**src/rtl/mac_pkg.sv**
```systemverilog
// Shared widths and FSM state encoding for the product accumulator.
package mac_pkg;

    localparam int unsigned MAC_PROD_W = 52;
    localparam int unsigned MAC_ACC_W  = 56;
    localparam int unsigned MAC_CNT_W  = 8;

    typedef enum logic [1:0] {
        ST_IDLE = 2'd0,
        ST_ACC  = 2'd1,
        ST_DONE = 2'd2
    } mac_state_e;

endpackage : mac_pkg

```
**src/rtl/sat_add_56b.sv**
```systemverilog
// Saturating unsigned adder for the accumulator.
// Ports:
//   a, b  : ACC_W operands (b is the zero-extended product)
//   sum   : a + b, forced to all-ones when the add carries out
//   carry : carry out of the ACC_W-bit add
module sat_add_56b
    import mac_pkg::*;
#(
    parameter int unsigned ACC_W = MAC_ACC_W
) (
    input  logic [ACC_W-1:0] a,
    input  logic [ACC_W-1:0] b,
    output logic [ACC_W-1:0] sum,
    output logic             carry
);

    logic [ACC_W:0] raw;

    always_comb begin
        raw   = (ACC_W+1)'(a) + (ACC_W+1)'(b);
        carry = raw[ACC_W];
        sum   = carry ? {ACC_W{1'b1}} : raw[ACC_W-1:0];
    end

endmodule : sat_add_56b

```
**src/rtl/mult_accumulator_52b.sv**
```systemverilog
// Accumulates a run of len unsigned products into a saturating wide sum and
// hands the result over with a valid/ready handshake.
// Ports:
//   clk, rstn            : clock, async active-low reset
//   start, len           : begin a run of len products (IDLE only)
//   clr                  : synchronous abort back to IDLE, clears acc/cnt/ovf
//   prod_in, prod_valid  : product stream from the multiplier
//   acc_out, out_valid   : result, held stable until out_ready
//   out_ready            : consumer accepts result
//   busy                 : run in progress or result pending
//   ovf                  : sticky saturation flag for the run
module mult_accumulator_52b
    import mac_pkg::*;
#(
    parameter int unsigned PROD_W = MAC_PROD_W,
    parameter int unsigned ACC_W  = MAC_ACC_W,
    parameter int unsigned CNT_W  = MAC_CNT_W
) (
    input  logic              clk,
    input  logic              rstn,
    input  logic              start,
    input  logic [CNT_W-1:0]  len,
    input  logic              clr,
    input  logic [PROD_W-1:0] prod_in,
    input  logic              prod_valid,
    output logic [ACC_W-1:0]  acc_out,
    output logic              out_valid,
    input  logic              out_ready,
    output logic              busy,
    output logic              ovf
);

    mac_state_e       state_q, state_d;
    logic [ACC_W-1:0] acc_q, acc_d;
    logic [CNT_W-1:0] cnt_q, cnt_d;
    logic [CNT_W-1:0] len_q, len_d;
    logic             ovf_q, ovf_d;
    logic             out_valid_q, out_valid_d;
    logic             busy_q, busy_d;

    logic [ACC_W-1:0] sum_sat;
    logic             sum_carry;

    sat_add_56b #(.ACC_W(ACC_W)) u_sat_add (
        .a     (acc_q),
        .b     (ACC_W'(prod_in)),
        .sum   (sum_sat),
        .carry (sum_carry)
    );

    // State and datapath registers
    always_ff @(posedge clk or negedge rstn) begin
        if (!rstn) begin
            state_q     <= ST_IDLE;
            acc_q       <= '0;
            cnt_q       <= '0;
            len_q       <= '0;
            ovf_q       <= 1'b0;
            out_valid_q <= 1'b0;
            busy_q      <= 1'b0;
        end else begin
            state_q     <= state_d;
            acc_q       <= acc_d;
            cnt_q       <= cnt_d;
            len_q       <= len_d;
            ovf_q       <= ovf_d;
            out_valid_q <= out_valid_d;
            busy_q      <= busy_d;
        end
    end

    // Next-state and datapath update; flags are derived from the next state
    // so that every output comes straight from a flop.
    always_comb begin
        state_d = state_q;
        acc_d   = acc_q;
        cnt_d   = cnt_q;
        len_d   = len_q;
        ovf_d   = ovf_q;

        unique case (state_q)
            ST_IDLE: begin
                if (start) begin
                    len_d   = len;
                    cnt_d   = '0;
                    acc_d   = '0;
                    ovf_d   = 1'b0;
                    state_d = (len == '0) ? ST_DONE : ST_ACC;
                end
            end
            ST_ACC: begin
                if (prod_valid) begin
                    acc_d = sum_sat;
                    ovf_d = ovf_q | sum_carry;
                    cnt_d = CNT_W'(cnt_q + CNT_W'(1));
                    if (cnt_q == CNT_W'(len_q - CNT_W'(1))) begin
                        state_d = ST_DONE;
                    end
                end
            end
            ST_DONE: begin
                if (out_ready) begin
                    state_d = ST_IDLE;
                end
            end
            default: state_d = ST_IDLE;
        endcase

        // Abort wins over everything, including a product in flight
        if (clr) begin
            state_d = ST_IDLE;
            acc_d   = '0;
            cnt_d   = '0;
            ovf_d   = 1'b0;
        end

        out_valid_d = (state_d == ST_DONE);
        busy_d      = (state_d != ST_IDLE);
    end

    assign acc_out   = acc_q;
    assign out_valid = out_valid_q;
    assign busy      = busy_q;
    assign ovf       = ovf_q;

endmodule : mult_accumulator_52b

```
**config.mk**
```make
export PLATFORM = sky130hd
export DESIGN_NAME = mult_accumulator_52b
export DESIGN_NICKNAME = d
export VERILOG_FILES = /design/src/rtl/mac_pkg.sv /design/src/rtl/sat_add_56b.sv /design/src/rtl/mult_accumulator_52b.sv
export SDC_FILE = /design/constraint.sdc
export NUM_CORES = 1
export LEC_CHECK = 0
export BUFFER_PORTS_ARGS = -buffer_cell sky130_fd_sc_hd__buf_2
export CORE_MARGIN = 2
export CORE_UTILIZATION = 35
export DETAILED_ROUTE_END_ITERATION = 10
export GPL_TIMING_DRIVEN = 1
export HOLD_SLACK_MARGIN = 0.12
export RECOVER_POWER = 25
export SLEW_MARGIN = 20
export SYNTH_ARGS = -nofsm -noshare
export SYNTH_HDL_FRONTEND = slang
export SYNTH_SLANG_ARGS = --single-unit
```
**constraint.sdc**
```tcl
create_clock -name clk -period 7.3 [get_ports clk]
set_input_delay 0.73 -clock clk [delete_from_list [all_inputs] [get_ports clk]]
set_output_delay 0.73 -clock clk [all_outputs]
set_load 0.05 [all_outputs]
```
==> metrics, run 1 <==
element type at the critical path end async pin; biggest area consumer among synthesized cells dfrtp_1; Setup Fix Bufs, Post-CTS 0; GRT overflow 0; area grow syn2layout 16.7%; cts-stage hold buffer count 0; Power Density 168 nW/um2; setup TNS 0 ns; CP max stage delay 2.99 ns; ys async rst share 100%; RSZ-0062 raised after global routing false; worst endpoint data arrival time 3.80 ns; Gate Count Post-Synth 831; Die W 141 um; CORE AREA 18100 um2; delay-heaviest family, CP buffers and inverters; Syn Area/Cell 7.87 um2; Total Wirelength 19.0 mm; crit path buf inv count 1; first-pass GRT wire length 31.4 mm; vias in the first global route 6240; H-Tree Depth 3; Fmax achieved 0.230 GHz; slowest stage cell, crit path clkbuf_1; later-pin clock latency in the skew report 0.35 ns; Yosys cell types 64; required time of the critical path 6.74 ns; WS Path Type input pin to async pin; register area share after synthesis 29.5%; slew of the pin with the lowest slew margin 4.35 ns; final std cells w/o fill 1164; DR vias/cell 5.57; Placer Congestion 0.902; largest net degree at the start of global routing 78; gr usage total 19.3%; CTS tree done; Post-Syn Area 6540 um2; Wirelength per Cell 16.3 um; Hold WC Path Type flip-flop to flip-flop; initial antenna violation count 0; crit-path max FO 77; Worst VDD drop 0.107 mV; die height 141 um; DRC violations left 0; max cap viols 1; final setup vio count 0; FP Rows 49; fin crit share 59.7%; commonest non-fill, non-tap cell in the layout nand2_1; clk buf depth 2; Num Clock Sinks 77; ys flop type dfrtp_1; placed wire-length estimate 14.1 mm; failing checks capacitance limit, slew limit; share of layout cells above drive strength 1 16.8%; Ports 125; relative slew slack -190%; placed cells 1147; total iterations of the first detailed-routing run 5; TritonCTS Buffers 9; post-route ant nets 0; # resized after CTS 0; Synth area leaders dfrtp_1 (29%), ha_1 (10%), nand2_1 (8.4%); Clock Skew 0.0115 ns; #FFs+latches synth 77; Initial Util 36.0%; Final Net Count 1051; drt initial violations 330; Clk pin slew, worst setup/hold paths 0.07 ns; syn nets 952; status complete, but fails checks; static leakage 3.89 nW; via count 6482; nature of the critical path startpoint input pin; YS warnings 0; clock root cell clkbuf_16; crit path cell chain clkbuf_1; fin crit period 4.35 ns; commonest non-fill, non-tap cells in the layout nand2_1 (147), buf_2 (123), o21ai_0 (84); Die Area 19800 um2; IO buf count 124; # diodes 0; share of the synthesized area in the top cell type 29.5%; Final Hold Fails 0; EDFF count, synth 0; Slew Limit Fails 78
[cells in the mapped netlist (4+ instances only)]
master	n
a211oi_1	13
a21o_1	21
a21oi_1	67
a31oi_1	4
and2_1	5
and3_1	5
buf_2	4
clkbuf_1	30
dfrtp_1	77
ha_1	54
inv_1	14
mux2_2	6
nand2_1	147
nand2b_1	6
nand3_1	22
nand4_1	23
nor2_1	53
nor2b_1	6
nor3_1	21
nor3b_1	7
nor4_1	5
o2111ai_1	4
o211a_1	6
o211ai_1	17
o21a_1	10
o21ai_0	84
o21ai_1	4
o21bai_1	9
xnor2_1	29
xor2_1	28
[cells by family after synthesis]
kind of cell,synth area share (%)
AO/OA/AOI/OAI,25.3
XOR/XNOR,7.64
adder cells (fa/ha/maj),10.6
buffers and inverters,3.41
flip-flops,29.5
multiplexers,1.34
AND/OR/NAND/NOR,22.2
[layout make-up]
| class | instances | area [um2] |
|---|---|---|
| clock buffers | 10 | 239 |
| clock inverters | 6 | 56.3 |
| fillers | 1888 | 10500 |
| inverters | 14 | 52.6 |
| multi-input cells | 700 | 4400 |
| flip-flops and latches | 77 | 1930 |
| well taps | 229 | 287 |
| repair buffers | 128 | 669 |
[state kept, by name (all words and copies together) (netlist names)]
signal	flops
acc_out	56
cnt_q	8
len_q	8
state_q	2
busy	1
out_valid	1
ovf	1
[where the power goes]
group / internal (mW) / switching, mW / total, mW
clock network: 0.247 / 0.211 / 0.457
registers: 0.450 / 0.0236 / 0.474
logic: 0.126 / 0.223 / 0.349
[through the flow]
stage | total power, mW | hold WS (ns) | area, um2 | setup WS, ns | util [%]
2_1_floorplan | 0.731 | 0.434 | 6540 | 4.07 | -
3_3_place_gp | 0.830 | 0.476 | 7310 | 3.21 | 40.3
3_5_place_dp | 0.831 | 0.484 | 7310 | 3.16 | 40.3
4_1_cts | 1.30 | 0.500 | 7610 | 3.54 | 41.9
5_1_grt | 1.35 | 0.523 | 7630 | 1.92 | 42.1
6_report | 1.28 | 0.494 | 7630 | 2.95 | 42.1
[layer usage]
layer  vias up  global-route usage, %  wire, um
met1      3057                   25.9      9100
met4         0                   5.53       318
met2       179                   32.0      8660
li1       3221                      -         -
met3        25                   3.57       895
met5         -                      0         0
[path summary, 6_finish.rpt]
kind                             start          end  slack (ns)  cells past startpoint
min                        acc_out[11]  acc_out[11]        0.49                      2
min reg2reg                acc_out[11]  acc_out[11]        0.49                      2
min in group asynchronous         rstn  acc_out[26]        1.91                      1
max                               rstn     cnt_q[2]        2.95                      1
max in group clk            prod_in[0]  acc_out[46]        3.57                     12
max reg2reg                 acc_out[0]  acc_out[46]        3.64                     11
No activity file was read; power rests on OpenSTA's default activity.
==> run 2: changes to the inputs <==
==> constraint.sdc (replaced) <==
create_clock -name clk -period 3.6 [get_ports clk]
set_input_delay 0.36 -clock clk [delete_from_list [all_inputs] [get_ports clk]]
set_output_delay 0.36 -clock clk [all_outputs]
set_load 0.05 [all_outputs]
==> run 2 against run 1 <==
Against the previous run:
- the run still ends with capacitance limit, slew limit left
- first-iteration DRC count is 0.61% lower
- combinational power increased by 120%
- flip-flop and latch count is the same
- sequential share of layout area decreased by 1.1 points
- critical path depth increased by 12
- non-clock buffer count is 46 higher
- global-route usage increased by 0.68 points
- setup slack lost 2.7 ns
- register-to-register slack got worse by 3.4 ns
- routed wire length rose by 2.2%
- count of clock-buffer cells in the layout fell by 1
- design area increased by 4.7%
- critical path type is now flip-flop to flip-flop
- largest cell class unchanged
==> metrics, run 2 (same netlist as run 1, synthesis figures left out) <==
Total Wirelength 19.4 mm; die height 141 um; CORE AREA 18100 um2; Num Clock Sinks 77; final std cells w/o fill 1209; element type at the critical path end flip-flop; Reg2Reg Setup Slack 0.23 ns; via count 6589; worst endpoint data arrival time 3.60 ns; TritonCTS Buffers 9; share of layout cells above drive strength 1 20.7%; Clk pwr share 35.3%; GRT overflow 0; Fmax achieved 0.297 GHz; Sw Pwr 914 uW; IO buf count 124; first-pass GRT wire length 32.3 mm; hold wc startpoint len[0]; final setup vio count 0; Sequential Power Share 36.2%; Die Area 19800 um2; Final Hold Fails 0; Power Density 333 nW/um2; post-route ant nets 0; placed cells 1192; H-Tree Depth 3; Placer Congestion 0.916; crit path cell chain ha_1 -> fa_1 -> a211oi_1 -> nor3_1 -> buf_4 -> o211ai_1 -> nand4_1 -> o21ai_1 -> buf_4 -> nor2b_1 -> o21a_1 -> o21a_1 -> o311ai_0; hold_ws 0.236 ns; cell count of the worst reg-to-reg path 13; FP Rows 49; DRC violations left 0; max reg flops 56; vias in the first global route 6509; # fillers 1909; crit-path max FO 4; initial antenna violation count 0; Slew Limit Fails 78; fin crit share 93.5%; CP max stage delay 0.43 ns; commonest non-fill, non-tap cell in the layout nand2_1; clk buf depth 2; later-pin clock latency in the skew report 0.35 ns; required time of the critical path 3.83 ns; Initial Util 36.0%; Int Power 1.75 mW; Placed Area 7650 um2; Design Area, Final 7990 um2; nature of the critical path startpoint flip-flop; gr usage total 20.0%; Wirelength per Cell 16.0 um; # diodes 0; total iterations of the first detailed-routing run 5; slowest stage cell, crit path fa_1; CTS tree done; slew of the pin with the lowest slew margin 2.02 ns; Comb power frac 28.5%; Die W 141 um; FF+latch area 1930 um2; Ports 125; status complete, but fails checks; static leakage 4.11 nW; Final Power 2.66 mW; final setup margin 0.232 ns; Sw Share 34.4%; Multi-input gate area 4410 um2; Worst R2R Start acc_out[0]; DR vias/cell 5.45; fin crit period 3.37 ns; largest net degree at the start of global routing 78; area grow syn2layout 22.2%; hold path depth 3; Worst VDD drop 0.211 mV; Place WS -0.0523 ns; placed wire-length estimate 15.0 mm; max cap viols 1; clock root cell clkbuf_16; drt initial violations 328; Final Net Count 1097; RSZ-0062 raised after global routing false; commonest non-fill, non-tap cells in the layout nand2_1 (147), buf_2 (123), o21ai_0 (83); Clk pin slew, worst setup/hold paths 0.06 ns; failing checks capacitance limit, slew limit; Clock Skew 0.0111 ns; relative slew slack -34.4%; Hold WC Path Type input pin to flip-flop; WS Path Type flip-flop to flip-flop; crit path from acc_out[0]
-- run 2: cell count changes in the layout (fill, tap and decap cells not counted), moves of 2 or more --
cell	change
buf_4	+45
inv_8	-2
inv_6	+3
clkinv_4	-2
-- run 2: cell type report --
type                    instances  share of cell area (%)
clock inverters                 6                   0.877
flip-flops and latches         77                    24.1
multi-input cells             700                    55.2
clock buffers                   9                    2.82
repair buffers                174                    12.8
inverters                      14                   0.658
well taps                     229                    3.59
-- run 2: metal layers --
layer	GRT usage [%]	up-vias	share of wire, %
li1	-	3311	-
met1	26.1	3089	47
met2	34.0	169	47
met3	3.63	20	4.6
met4	5.58	0	1.4
met5	0	-	0
-- run 2: power by group through the flow --
stage,clock [mW],sequential (mW),combinational (mW)
finish,0.941,0.962,0.758
CTS,0.970,0.963,0.759
floorplan,0,1.06,0.424
global placement,0,0.977,0.755
global route,1.01,0.970,0.837
detailed placement,0,0.979,0.756
-- run 2: worst paths after layout --
path | end
setup / recovery | acc_out[36]
hold / removal | len_q[0]
hold reg to reg | acc_out[23]
max in group asynchronous | acc_out[52]
min in group asynchronous | acc_out[28]
setup reg to reg | acc_out[36]
-- run 2: repair_timing --
action                                  in CTS  in global routing
hold buffers                                 0                  1
gates resized for setup                      0                  3
endpoints found under the setup margin       0                  4
setup buffers                                0                  0
endpoints found under the hold margin        0                  1
-- run 2: stage by stage --
step / utilization (%) / setup TNS [ns]
floorplan: - / 0
global placement: 42.2 / 0
detailed placement: 42.2 / -0.0523
CTS: 43.8 / 0
global route: 44.0 / 0
finish: 44.0 / 0
-- run 2: worst max-delay path, delay by kind of cell (launching register included) --
| family | cells | cell delay, ns |
|---|---|---|
| buffers and inverters | 2 | 0.35 |
| adder cells (fa/ha/maj) | 2 | 0.66 |
| AO/OA/AOI/OAI | 6 | 1.48 |
| flip-flops | 1 | 0.39 |
| AND/OR/NAND/NOR | 3 | 0.36 |
==> run 3: changes to the inputs <==
--- a/config.mk
+++ b/config.mk
@@ -11,6 +11,7 @@
 export DETAILED_ROUTE_END_ITERATION = 10
 export GPL_TIMING_DRIVEN = 1
 export HOLD_SLACK_MARGIN = 0.12
+export PLACE_DENSITY = 0.67
 export RECOVER_POWER = 25
 export SLEW_MARGIN = 20
 export SYNTH_ARGS = -nofsm -noshare
==> run 3 against run 2 <==
Against the previous run:
- the run still ends with capacitance limit, slew limit left
- register-to-register slack got worse by 0.06 ns
- worst hold slack got worse by 0.0070 ns
- flip-flop and latch count did not move
- core utilization fell by 0.42 points
- setup slack got worse by 0.061 ns
- combinational power fell by 2%
- largest cell class unchanged
- highest routed layer unchanged
==> metrics, run 3 (same netlist as run 1, synthesis figures left out) <==
TritonCTS Buffers 9; GRT overflow 0; total iterations of the first detailed-routing run 5; IO buf count 124; final std cells w/o fill 1197; post-layout util 43.6%; Total Wirelength 19.4 mm; Initial Util 36.0%; Placed Area 7560 um2; Wirelength per Cell 16.2 um; share of layout cells above drive strength 1 20.0%; area grow syn2layout 21.0%; die height 141 um; status complete, but fails checks; crit-path max FO 5; relative slew slack -11.0%; clk buf depth 2; RSZ-0062 raised after global routing false; DR vias/cell 5.50; post-route ant nets 0; Num Clock Sinks 77; first-pass GRT wire length 31.9 mm; FP Rows 49; static leakage 4.06 nW; slew of the pin with the lowest slew margin 1.67 ns; Worst VDD drop 0.218 mV; Die W 141 um; Final Net Count 1084; # diodes 0; Int Power 1.75 mW; commonest non-fill, non-tap cell in the layout nand2_1; drt initial violations 384; Final Hold Fails 0; cts-stage hold buffer count 0; Sw Pwr 950 uW; commonest non-fill, non-tap cells in the layout nand2_1 (147), buf_2 (123), o21ai_0 (84); Ports 125; CTS tree done; crit path cell chain ha_1 -> a211oi_1 -> o21ai_1 -> o211ai_1 -> a2111oi_0 -> buf_4 -> o211ai_1 -> nand3_1 -> a32oi_2 -> o211ai_1 -> nor3b_1; CP most frequent cell o211ai_1; Sequential Power Share 35.6%; vias in the first global route 6402; Design Area, Final 7910 um2; Comb power frac 27.6%; CORE AREA 18100 um2; Die Area 19800 um2; Place WS -0.0236 ns; clock root cell clkbuf_16; Clock Skew 0.0103 ns; largest net degree at the start of global routing 65; Fmax achieved 0.292 GHz; fin crit period 3.43 ns; DRC violations left 0; Clk pin slew, worst setup/hold paths 0.07 ns; final setup vio count 0; slowest stage cell, crit path dfrtp_1; # resized after CTS 0; Setup Fix Bufs, Post-CTS 0; final setup margin 0.171 ns; fin crit share 95.2%; worst endpoint data arrival time 3.67 ns; later-pin clock latency in the skew report 0.35 ns; element type at the critical path end flip-flop; nature of the critical path startpoint flip-flop; setup TNS 0 ns; WS Path Type flip-flop to flip-flop; placed cells 1180; Slew Limit Fails 65; failing checks capacitance limit, slew limit; gr usage total 19.6%; via count 6583; Clk pwr share 36.8%; max cap viols 1; required time of the critical path 3.84 ns; placed wire-length estimate 14.7 mm; Hold WC Path Type input pin to flip-flop; Placer Congestion 0.929; CP max stage delay 0.43 ns; hold_ws 0.229 ns; Final Power 2.70 mW; Sw Share 35.2%; H-Tree Depth 3; initial antenna violation count 0; Power Density 341 nW/um2; max reg flops 56
==> run 3: metal layers <==
layer	global-route usage (%)	routed length, um
met5	0	0
met4	5.84	337
met3	3.26	992
met2	33.2	9070
met1	25.9	9000
==> run 3: worst max-delay path, delay by kind of cell (launching register included) <==
family,cells,cell delay (ns)
AO/OA/AOI/OAI,7,1.99
adder cells (fa/ha/maj),1,0.30
AND/OR/NAND/NOR,2,0.40
flip-flops,1,0.43
buffers and inverters,1,0.19
==> run 3: layout make-up <==
cell class | count | area, um2
clock buffers | 9 | 225
clock inverters | 7 | 90.1
fillers | 1860 | 10200
inverters | 14 | 52.6
multi-input cells | 700 | 4420
flip-flops and latches | 77 | 1930
well taps | 229 | 287
repair buffers | 161 | 911
==> run 3: power groups by stage <==
stage	logic [mW]	registers, mW	clock network [mW]
2_1_floorplan	0.424	1.06	0
3_3_place_gp	0.738	0.976	0
3_5_place_dp	0.740	0.978	0
4_1_cts	0.744	0.962	1.01
5_1_grt	0.823	0.970	1.05
6_report	0.745	0.962	0.994
==> run 3: path summary, 6_finish.rpt <==
check                             from  slack (ns)  cells after the start          end
min in group asynchronous         rstn        0.43                      1  acc_out[26]
max in group asynchronous         rstn        2.13                      2  acc_out[14]
setup reg to reg            acc_out[1]        0.17                     11  acc_out[51]
setup / recovery            acc_out[1]        0.17                     11  acc_out[51]
hold / removal                  len[0]        0.23                      3     len_q[0]
hold reg to reg            acc_out[13]        0.50                      2  acc_out[13]
